===== config.mk =====
export PLATFORM = sky130hd
export DESIGN_NAME = muldiv_unit
export DESIGN_NICKNAME = d
export VERILOG_FILES = /design/src/rtl/muldiv_unit.sv
export SDC_FILE = /design/constraint.sdc
export NUM_CORES = 1
export LEC_CHECK = 0
export ABC_CLOCK_PERIOD_IN_PS = 6100
export BUFFER_PORTS_ARGS = -buffer_cell sky130_fd_sc_hd__buf_4
export CAP_MARGIN = 0
export CORE_ASPECT_RATIO = 0.7
export CORE_MARGIN = 1.5
export CORE_UTILIZATION = 50
export DETAILED_ROUTE_END_ITERATION = 7
export PLACE_DENSITY_LB_ADDON = 0.25
export SYNTH_ARGS = -nofsm -noshare
export SYNTH_HDL_FRONTEND = slang
export SYNTH_SLANG_ARGS = --single-unit
export TNS_END_PERCENT = 10

===== constraint.sdc =====
create_clock -name clk -period 6.1 [get_ports clk]
set_clock_uncertainty 0.05 [all_clocks]
set_input_delay 0.915 -clock clk [delete_from_list [all_inputs] [get_ports clk]]
set_output_delay 0.915 -clock clk [all_outputs]
set_load 0.005 [all_outputs]

===== src/rtl/muldiv_unit.sv =====
// muldiv_unit: iterative RV32M multiply/divide sequencer (radix-2 shift-add multiply, restoring divide).
// Define MULDIV_DIV_EN to build the divider; without it divide ops complete at once with illegalE.
module muldiv_unit #(
  parameter int WIDTH = 32
) (
  input  logic             clk,
  input  logic             reset,
  input  logic             startE,
  input  logic [2:0]       opE,
  input  logic [WIDTH-1:0] src1E,
  input  logic [WIDTH-1:0] src2E,
  input  logic             flush,
  output logic             stallE,
  output logic             doneE,
  output logic [WIDTH-1:0] resultE,
  output logic             busy,
  output logic             illegalE
);
  localparam int CNT_W = (WIDTH > 1) ? $clog2(WIDTH) : 1;

  typedef enum logic [1:0] {IDLE, RUN, DONE} state_t;
  state_t state, state_next;

  logic [CNT_W-1:0] cnt;
  logic [2:0]       op;
  logic [WIDTH-1:0] hi, lo, mcand;
  logic             neg_main;
  logic             illegal;

  function automatic logic [WIDTH-1:0] neg_if(input logic [WIDTH-1:0] v, input logic n);
    return n ? (~v + WIDTH'(1)) : v;
  endfunction

  function automatic logic [2*WIDTH-1:0] neg_if_wide(input logic [2*WIDTH-1:0] v, input logic n);
    return n ? (~v + (2*WIDTH)'(1)) : v;
  endfunction

  // Accept-cycle decode: operand signedness, magnitudes, special outcomes
  logic             accept;
  logic             s1_signed, s2_signed, sa, sb;
  logic [WIDTH-1:0] a_mag, b_mag;
  logic             special, illegal_op;
  logic [WIDTH-1:0] special_val;

  assign accept = (state == IDLE) && startE && !flush;

  always_comb begin
    s1_signed = 1'b0;
    s2_signed = 1'b0;
    case (opE)
      3'b001, 3'b100, 3'b110: begin s1_signed = 1'b1; s2_signed = 1'b1; end
      3'b010:                 s1_signed = 1'b1;
      default:                ;
    endcase
  end

  assign sa    = s1_signed & src1E[WIDTH-1];
  assign sb    = s2_signed & src2E[WIDTH-1];
  assign a_mag = neg_if(src1E, sa);
  assign b_mag = neg_if(src2E, sb);

`ifdef MULDIV_DIV_EN
  logic neg_rem;

  always_comb begin
    special     = 1'b0;
    special_val = '0;
    if (opE[2]) begin
      if (src2E == '0) begin
        special     = 1'b1;
        special_val = opE[1] ? src1E : '1;
      end else if (!opE[0] && src1E == {1'b1, {(WIDTH-1){1'b0}}} && src2E == '1) begin
        special     = 1'b1;
        special_val = opE[1] ? '0 : src1E;
      end
    end
  end
  assign illegal_op = 1'b0;
`else
  assign special     = opE[2];
  assign special_val = '0;
  assign illegal_op  = opE[2];
`endif

  // One iteration step; multiply shifts right through {hi,lo}, divide shifts left
  logic [WIDTH:0]     mul_sum;
  logic [WIDTH-1:0]   hi_step, lo_step;
  logic [2*WIDTH-1:0] prod;
  logic [WIDTH-1:0]   fin;

`ifdef MULDIV_DIV_EN
  logic [WIDTH:0] div_shift, div_trial;
`endif

  always_comb begin
    mul_sum = {1'b0, hi} + (lo[0] ? {1'b0, mcand} : '0);
    hi_step = mul_sum[WIDTH:1];
    lo_step = {mul_sum[0], lo[WIDTH-1:1]};
`ifdef MULDIV_DIV_EN
    div_shift = {hi, lo[WIDTH-1]};
    div_trial = div_shift - {1'b0, mcand};
    if (op[2]) begin
      if (!div_trial[WIDTH]) begin
        hi_step = div_trial[WIDTH-1:0];
        lo_step = {lo[WIDTH-2:0], 1'b1};
      end else begin
        hi_step = div_shift[WIDTH-1:0];
        lo_step = {lo[WIDTH-2:0], 1'b0};
      end
    end
`endif
    prod = neg_if_wide({hi_step, lo_step}, neg_main);
    fin  = (op == 3'b000) ? prod[WIDTH-1:0] : prod[2*WIDTH-1:WIDTH];
`ifdef MULDIV_DIV_EN
    if (op[2]) fin = op[1] ? neg_if(hi_step, neg_rem) : neg_if(lo_step, neg_main);
`endif
  end

  // Sequencer state
  always_ff @(posedge clk) begin
    if (reset) state <= IDLE;
    else       state <= state_next;
  end

  always_comb begin
    state_next = state;
    if (flush) begin
      state_next = IDLE;
    end else begin
      case (state)
        IDLE:    if (startE) state_next = special ? DONE : RUN;
        RUN:     if (cnt == '0) state_next = DONE;
        DONE:    state_next = IDLE;
        default: state_next = IDLE;
      endcase
    end
  end

  // Control registers and the architecturally visible result
  always_ff @(posedge clk) begin
    if (reset) begin
      cnt     <= '0;
      resultE <= '0;
      illegal <= 1'b0;
    end else begin
      illegal <= accept && illegal_op;
      if (accept) begin
        cnt <= CNT_W'(WIDTH-1);
        if (special) resultE <= special_val;
      end else if (state == RUN && !flush) begin
        cnt <= cnt - 1'b1;
        if (cnt == '0) resultE <= fin;
      end
    end
  end

  // Datapath registers, loaded only at accept
  always_ff @(posedge clk) begin
    if (accept) begin
      op       <= opE;
      hi       <= '0;
      lo       <= a_mag;
      mcand    <= b_mag;
      neg_main <= sa ^ sb;
`ifdef MULDIV_DIV_EN
      neg_rem  <= sa;
`endif
    end else if (state == RUN) begin
      hi <= hi_step;
      lo <= lo_step;
    end
  end

  assign stallE   = accept || (state == RUN);
  assign busy     = (state == RUN);
  assign doneE    = (state == DONE);
  assign illegalE = illegal;

endmodule


# --- Word level (Yosys, flattened, before mapping) ---
# Cells that the tools add are included.
classes:
  addsub: 5
  mul: 0
  n_div: 0
  order_cmp: 0
  n_eq_ne: 9
  shift: 0
  n_mux: 19
  n_bitwise: 6
  reduce_logical: 17
ops:
  columns: ["cell", "n"]
  rows:
  - ["$mux 32", 10]
  - ["$add 32x1->32 const B", 2]
  - ["$add 64x1->64 const B", 1]
  - ["$mux 64", 1]
  - ["$not 32->32", 2]
  - ["$not 64->64", 1]
  - ["$add 32x32->33", 1]
  - ["$mux 5", 2]
  - ["$eq 3x3->1 const B", 2]
  - ["$mux 2", 3]
  - ["$reduce_bool 2->1", 3]
  - ["$logic_not 5->1", 1]
  - ["$sub 5x1->5 const B", 1]
  - ["$logic_and 1x1->1", 4]
  - ["$ne 2x2->1 const B", 2]
  - ["$pmux 2 s2", 1]
  - ["$reduce_or 4->1", 1]
  - ["$eq 3x1->1 const B", 1]
  - ["$eq 3x2->1 const B", 1]
  - ["$logic_not 3->1", 1]
  - ["$reduce_and 3->1", 1]
  - ["$reduce_or 3->1", 1]
  - ["$and 1x1->1", 2]
  - ["$eq 2x1->1 const B", 1]
  - ["9 further kinds", 10]
totals:
  reg_bits: 140
  latch_bits: 0
  ramBits: 0
  rom_bits: 0
  in_bits: 71
  out_inout_bits: 36
  n_memories: 0

# --- Logic depth before layout (Yosys ltp) ---
# Gate-level depths: netlist (run 1).
logic_depth:
  word_depth: 9
  ltp_mapped: 17
  mapped_depth_nobuf: 15

# --- Least setup slack after synthesis (run 1) ---
# Ideal clock, no wire load.
synth_path:
  path_type: "input -> output"
  from: "in startE"
  to: "out stallE"
  arrival_ns: 3.539
  path_slack_ns: 1.596
  stages: 7
  n_path_buf: 2
  path_cell_list: "nand2_1 or2_2 clkbuf_1 clkinv_1 nor2_1 clkbuf_1 inv_1"
synth_between:
  elab_chain_cells: 3
synth_rtl:
  columns: ["item", "line_no", "text"]
  rows:
  - ["start: declaration", "8", "input logic startE,"]
  - ["$logic_and 1x1->1 (2 in series)", "45", "assign accept = (state == IDLE) && startE && !flush;"]
  - ["via accept", "39", "logic accept;"]
  - ["$logic_or 1x1->1", "174", "assign stallE = accept || (state == RUN);"]
  - ["end: declaration", "13", "output logic stallE,"]
# The timed path passes the listed nets, and every way through them passes these cells.

# --- Worst setup path after layout (run 1) ---
layout_path:
  from: "reg lo[0]"
  to: "reg resultE[31]"
layout_between:
  elab_chain_cells: 9
layout_rtl:
  columns: ["item", "line_no", "text"]
  rows:
  - ["start: declaration", "26", "logic [WIDTH-1:0] hi, lo, mcand;"]
  - ["start signal: assignment", "162", "lo <= a_mag;"]
  - ["start signal: assignment", "170", "lo <= lo_step;"]
  - ["$mux 32 *", "96", "mul_sum = {1'b0, hi} + (lo[0] ? {1'b0, mcand} : '0);"]
  - ["$add 32x32->33 *", "96", null]
  - ["$not 64->64", "35", "return n ? (~v + (2*WIDTH)'(1)) : v;"]
  - ["$add 64x1->64", "35", null]
  - ["$mux 64 *", "35", null]
  - ["$mux 32 *", "113", "fin = (op == 3'b000) ? prod[WIDTH-1:0] : prod[2*WIDTH-1:WIDTH];"]
  - ["$mux 32 *", "152", "if (cnt == '0) resultE <= fin;"]
  - ["$mux 32 *", "150", "end else if (state == RUN && !flush) begin"]
  - ["$mux 32 *", "147", "if (accept) begin"]
  - ["end signal: assignment", "149", "if (special) resultE <= special_val;"]
  - ["end signal: assignment", "152", null]
  - ["end: declaration", "15", "output logic [WIDTH-1:0] resultE,"]
# Every way passes the cells marked *; elsewhere a longest branch is shown, timed or not. The select of a mux whose other input is x is not followed.
# A chain may end at the register's enable or synchronous reset.

==> results by group, run 1 <==
Status
  • Outcome: finished clean

Logic synthesis
  • Mapped cell area: 10,100 µm²
  • Number of synthesized flops with an enable pin: 68
  • Primary FF master, synth: dfxtp_1
  • Synth warn: 0
  • Avg Cell Area, Syn: 8.39 µm²
  • Sequential area share after synthesis: 0.345
  • Synth area leaders: edfxtp_1 20%, dfxtp_1 14%, xnor2_1 7.9%
  • Most common cell in the netlist: nand2_1
  • Post-synth cell types: 83
  • Yosys top cell area share: 0.202
  • Most frequent cells after synthesis: 149 x nand2_1, 126 x o21ai_0, 91 x xnor2_1
  • Post-Syn Nets: 1,313
  • Leading area contributor after synthesis: edfxtp_1
  • Flops & latches, synth: 140
  • Share of synthesized flip-flops with an asynchronous set or reset: 0
  • Post-synthesis cell count: 1,204

Place
  • GPL Wtd Cong: 0.908
  • Post-DP HPWL: 21,800 µm
  • I/O Buffers: 106

Floorplanning
  • Die Wd: 173 µm
  • Chip height: 122 µm
  • Rows: 43
  • DIE AREA: 21,100 µm²
  • Initial Util: 0.510
  • Io pins: 107
  • Core area: 19,800 µm²

Min path
  • Hold Crit Start: resultE[18]$_SDFFE_PP0P_
  • Hold Crit Endpoint: resultE[18]$_SDFFE_PP0P_
  • WHS Path Cells: 2
  • HP Class: register to register

Global routing
  • Initial antenna violation count: 0
  • Total global routing overflow: 0
  • Vias in the first global route: 8,592
  • First-pass GRT wire length: 45,300 µm
  • Global Route Usage Sum: 0.272
  • Largest net degree at the start of global routing: 79

Clocking
  • Clk buf depth: 2
  • Clock sinks: 140
  • Clk_lat worst skew: 0.44 ns
  • Clk slew on worst S/H paths: 0.06 ns
  • H-tree levels: 4
  • Total CTS buffers: 17
  • CTS Root Cell: clkbuf_16
  • CTS resizes: 0
  • TritonCTS clock tree: done
  • Post-CTS setup buffer count: 0
  • Hold buffers post-CTS: 0

Timing
  • Final min period: 5.21 ns
  • Fmax: 192 MHz
  • Final hold viol count: 0
  • Final setup fails: 0
  • Final period util: 0.854
  • Slew HR: 0.414
  • Hold WS: 0.404 ns
  • Unrepaired setup endpoints after global routing: false
  • Worst slew pin tran: 0.855 ns
  • Max Slew Vio Count: 0
  • Setup TNS: 0 ns

Job
  • MaxCap Viol Count: 0

Worst setup path
  • Reg2reg path depth: 15
  • Worst R2R Start: lo[0]$_DFFE_PP_
  • Reg2reg end: resultE[31]$_SDFFE_PP0P_
  • WP data required: 6.40 ns
  • Critical Path Source Type: register
  • Flop2flop setup slack: 0.89 ns
  • CP max FO: 32
  • CP Class: register to register
  • CP Capture Type: register
  • Arrival @ worst endpoint: 5.51 ns

Power and ir drop
  • PwrDens: 238 nW/µm²
  • LEAKAGE: 4.43 nW
  • VDD IR-drop max: 0.000159 V

Routing
  • # DRC: 0
  • Via count: 9,378
  • DRT Wirelength: 28,600 µm
  • DRT antenna net count: 0
  • Drt initial violations: 923
  • Vias/cell: 6.03
  • DR WL/cell: 18.4 µm
  • Initial DRT Pass Iterations: 5

Cells and area
  • Synth-to-Final Area Change: 14.7%
  • # nets final: 1,381
  • Util after Layout: 0.585
  • Share of layout cells above drive strength 1: 0.134
  • N_diodes: 0
## flip-flops by register name, summed over array words and instances (netlist names)
register / count
neg_main: 1
op: 3
resultE: 32
mcand: 32
hi: 32
lo: 32
state: 2
cnt: 5
illegalE: 1
## how the worst max path moves through the flow
stage,from,endpoint,slack (ns)
5_1_grt,lo[0]$_DFFE_PP_,resultE[31]$_SDFFE_PP0P_,0.50
6_report,lo[0]$_DFFE_PP_,resultE[31]$_SDFFE_PP0P_,0.89
3_5_place_dp,lo[0]$_DFFE_PP_,resultE[31]$_SDFFE_PP0P_,0.96
4_1_cts,lo[0]$_DFFE_PP_,resultE[31]$_SDFFE_PP0P_,0.93
3_3_place_gp,lo[0]$_DFFE_PP_,resultE[31]$_SDFFE_PP0P_,1.07
2_1_floorplan,startE,stallE,1.60
## power by group
| group | internal (mW) | total, mW | leakage (nW) | switching [mW] |
|---|---|---|---|---|
| clock | 0.603 | 1.04 | 0.280 | 0.439 |
| sequential | 1.05 | 1.10 | 1.22 | 0.0458 |
| combinational | 0.242 | 0.616 | 2.93 | 0.374 |
## critical path: stages (launching register included)
cell and delay, ns:
edfxtp_1 0.84, and2_1 0.23, ha_1 0.16, inv_1 0.05, fa_1 0.39, nand2b_1 0.20, a21o_1 0.22, a211o_1 0.30
a31oi_1 0.34, a41oi_1 0.25, xor2_1 0.35, or4b_2 0.66, nor2_1 0.25, nand2_1 0.11, or4b_2 0.62, o221ai_1 0.09
## metrics by stage
step / instance area [µm²] / std cells / setup slack (ns) / total power [mW]
5_1_grt: 11600 / 1555 / 0.497 / 2.87
2_1_floorplan: 10100 / 1204 / 1.60 / 1.54
6_report: 11600 / 1555 / 0.893 / 2.76
4_1_cts: 11600 / 1555 / 0.933 / 2.76
3_5_place_dp: 11000 / 1523 / 0.956 / 1.73
3_3_place_gp: 11000 / 1523 / 1.07 / 1.72
## metal layers
metal,part of all wire,wire length (µm),global-route usage
met5,0,0,0
met4,0.015,416,0.0717
met3,0.077,2190,0.0552
met2,0.42,11900,0.403
met1,0.49,14000,0.403
## area by class of cell
type | instances | area, µm²
fill | 1856 | 8220
multi-input combinational | 972 | 6230
sequential | 140 | 3480
timing repair buffer | 114 | 856
clock buffer | 18 | 429
tap | 270 | 338
clock inverter | 14 | 143
inverter | 27 | 101
## layout by cell type (no fill, tap or decap), types with 5 or more instances in the layout
cell type / count
a211oi_1: 7
a21o_1: 15
a21oi_1: 83
a22o_1: 14
a31oi_1: 8
and2_1: 41
and3_1: 7
buf_4: 114
clkbuf_16: 17
dfxtp_1: 72
edfxtp_1: 68
ha_1: 37
inv_1: 26
nand2_1: 149
nand2b_1: 12
nand3_1: 37
nand4_1: 11
nor2_1: 68
nor3_1: 22
nor4_1: 13
o211ai_1: 19
o21ai_0: 126
o21bai_1: 5
o31ai_1: 26
o41ai_1: 12
or2_2: 5
or3_1: 12
or4_1: 13
xnor2_1: 91
xor2_1: 55
## logic make-up after synthesis
group           after synthesis  synth area share
xor+xnor                    146             0.127
fa+ha+maj                    38            0.0478
simple gates                429             0.218
mux                           3           0.00297
compound gates              356             0.220
buf+inv                      92            0.0393
flops                       140             0.345
No activity file was read; power rests on OpenSTA's default activity.
==> inputs of run 2 (changes only) <==
--- a/config.mk
+++ b/config.mk
@@ -5,7 +5,7 @@
 export SDC_FILE = /design/constraint.sdc
 export NUM_CORES = 1
 export LEC_CHECK = 0
-export ABC_CLOCK_PERIOD_IN_PS = 6100
+export ABC_CLOCK_PERIOD_IN_PS = 4610
 export BUFFER_PORTS_ARGS = -buffer_cell sky130_fd_sc_hd__buf_4
 export CAP_MARGIN = 0
 export CORE_ASPECT_RATIO = 0.7
==> constraint.sdc (replaced) <==
create_clock -name clk -period 4.61 [get_ports clk]
set_clock_uncertainty 0.05 [all_clocks]
set_input_delay 0.6915 -clock clk [delete_from_list [all_inputs] [get_ports clk]]
set_output_delay 0.6915 -clock clk [all_outputs]
set_load 0.005 [all_outputs]
==> results by group, run 2 (same netlist as run 1, synthesis figures left out) <==
Cells and area
  • Commonest non-fill, non-tap cells in the layout: 174 x buf_4, 149 x nand2_1, 123 x o21ai_0
  • Synth-to-Final Area Change: 20.3%
  • Share of layout cells above drive strength 1: 0.184 (+0.0505)
  • N_diodes: 0 (unchanged)
  • Filler cells: 1,771 (-4.6%)
  • Most common cell after layout, fill and taps aside: buf_4
  • Post-route cell area: 12,100 µm² (+4.9%)
  • # nets final: 1,441 (+4.3%)

Clocking
  • Clk_lat worst skew: 0.44 ns (about the same)
  • TritonCTS clock tree: done
  • H-tree levels: 4 (unchanged)
  • Clock sinks: 140 (unchanged)
  • Clk buf depth: 2 (unchanged)
  • Post-CTS setup buffer count: 0 (unchanged)
  • CTS Root Cell: clkbuf_16
  • Total CTS buffers: 17 (unchanged)
  • Clk slew on worst S/H paths: 0.06 ns (about the same)

Floorplanning
  • Io pins: 107 (unchanged)
  • Chip height: 122 µm (unchanged)
  • Rows: 43 (unchanged)
  • Initial Util: 0.510 (unchanged)
  • Core area: 19,800 µm² (unchanged)
  • Die Wd: 173 µm (unchanged)
  • DIE AREA: 21,100 µm² (unchanged)

Place
  • I/O Buffers: 106 (unchanged)
  • Area post-placement: 11,500 µm² (+4.1%)
  • GPL Wtd Cong: 0.918 (+1.1%)
  • Worst slack, placed: 0.0260 ns (-0.930 ns)
  • Post-DP HPWL: 21,900 µm (+0.88%)

Timing
  • Fmax: 224 MHz (+17%)
  • Slew HR: 0.433 (+0.0188)
  • Final period util: 0.969 (+0.116)
  • Final hold viol count: 0 (unchanged)
  • Max Slew Vio Count: 0 (unchanged)
  • Final min period: 4.47 ns (-0.739 ns)
  • Hold WS: 0.410 ns (+0.00617 ns)
  • Worst slew pin tran: 0.851 ns (-0.00416 ns)
  • Unrepaired setup endpoints after global routing: true
  • Final setup fails: 0 (unchanged)
  • Final WS setup: 0.142 ns (-0.751 ns)

Global routing
  • Global Route Usage Sum: 0.272 (about the same)
  • Vias in the first global route: 8,597 (+0.058%)
  • Initial antenna violation count: 0 (unchanged)
  • Largest net degree at the start of global routing: 79 (unchanged)
  • Total global routing overflow: 0 (unchanged)
  • First-pass GRT wire length: 45,000 µm (-0.59%)

Routing
  • Drt initial violations: 788 (-15%)
  • DR WL/cell: 17.7 µm (-3.5%)
  • Top Layer Used: met4
  • DRT antenna net count: 0 (unchanged)
  • Initial DRT Pass Iterations: 5 (unchanged)
  • Metal-1 WL: 14,000 µm (-0.41%)
  • Vias/cell: 5.87 (-2.7%)
  • Met3 WL post-DR: 2120 µm (-3.5%)
  • DRT Wirelength: 28,600 µm (+0.23%)
  • Via count: 9,474 (+1.0%)
  • # DRC: 0 (unchanged)
  • Routed wl met2: 12,200 µm (+2.2%)

Power and ir drop
  • P_sw: 1.14 mW (+33%)
  • VDD IR-drop max: 0.000233 V (+46%)
  • Power share of the clock group: 0.367 (-0.011)
  • Comb power frac: 0.243 (+0.020)
  • Net Sw Frac: 0.306 (-0.00586)
  • LEAKAGE: 4.73 nW (+6.8%)
  • PwrDens: 307 nW/µm² (+29%)
  • Internal: 2.59 mW (+36%)
  • Flop pwr share: 0.389 (-0.010)
  • Total power: 3.73 mW (+35%)

Min path
  • HP Class: register to register
  • Hold Crit Start: resultE[24]$_SDFFE_PP0P_

Worst setup path
  • Worst R2R Start: lo[17]$_DFFE_PP_
  • Arrival @ worst endpoint: 4.75 ns (-0.76 ns)
  • Setup crit start: lo[17]$_DFFE_PP_
  • CP max FO: 6 (-81%)
  • WP data required: 4.89 ns (-1.51 ns)
  • CP Class: register to register
  • Critical Path Source Type: register
  • CP Capture Type: register

Job
  • MaxCap Viol Count: 0 (unchanged)

Status
  • Outcome: finished clean
run 2: cell count changes in the layout (fill, tap and decap cells not counted), sizes merged:
cell	change
clkinvlp	+1
buf	+60
bufinv	-1
clkbuf	+2
inv	-2
run 2: worst paths after layout:
check             cells after the start                  endpoint  slack, ns
setup reg to reg                     11  resultE[25]$_SDFFE_PP0P_       0.14
hold / removal                        2  resultE[24]$_SDFFE_PP0P_       0.41
setup / recovery                     11  resultE[25]$_SDFFE_PP0P_       0.14
hold reg to reg                       2  resultE[24]$_SDFFE_PP0P_       0.41
run 2: cell type report:
cell class / count / area (µm²) / area share
Clock buffer: 20 / 479 / 0.0394
Clock inverter: 12 / 110 / 0.00906
Inverter: 27 / 101 / 0.00834
Multi-Input combinational cell: 972 / 6330 / 0.521
Sequential cell: 140 / 3480 / 0.287
Tap cell: 270 / 338 / 0.0278
Timing Repair Buffer: 174 / 1310 / 0.108
run 2: routing by layer:
layer	up-vias	GRT usage
li1	4666	-
met1	4487	0.401
met2	291	0.403
met3	30	0.0587
met4	0	0.0707
met5	-	0
run 2: power by group through the flow:
stage               registers (mW)  clock network (mW)  logic, mW
floorplan                     1.46                   0      0.577
global placement              1.47                   0      0.873
detailed placement            1.48                   0      0.885
CTS                           1.45                1.39      0.892
global route                  1.46                1.44      0.993
finish                        1.45                1.37      0.907
run 2: critical path: stages (launching register included):
cell	delay (ns)
edfxtp_1	0.39
or4_4	0.58
or4b_4	0.56
or4_4	0.50
nand3b_4	0.17
or3_1	0.33
or4b_4	0.52
or4b_4	0.55
o41ai_2	0.25
xnor2_1	0.16
o21ai_1	0.07
a22o_2	0.22
run 2: per-stage QoR:
step	TNS, ns	util	instances
finish	0	0.614	1615
global route	-0.0119	0.614	1615
CTS	0	0.609	1615
detailed placement	0	0.579	1583
global placement	0	0.579	1583
floorplan	0	-	1204
run 2: timing repair:
action | CTS | global route
resized for setup | 2 | 20
setup endpoints to repair | 2 | 11
hold buffers | 0 | 0
pin swaps | 0 | 1
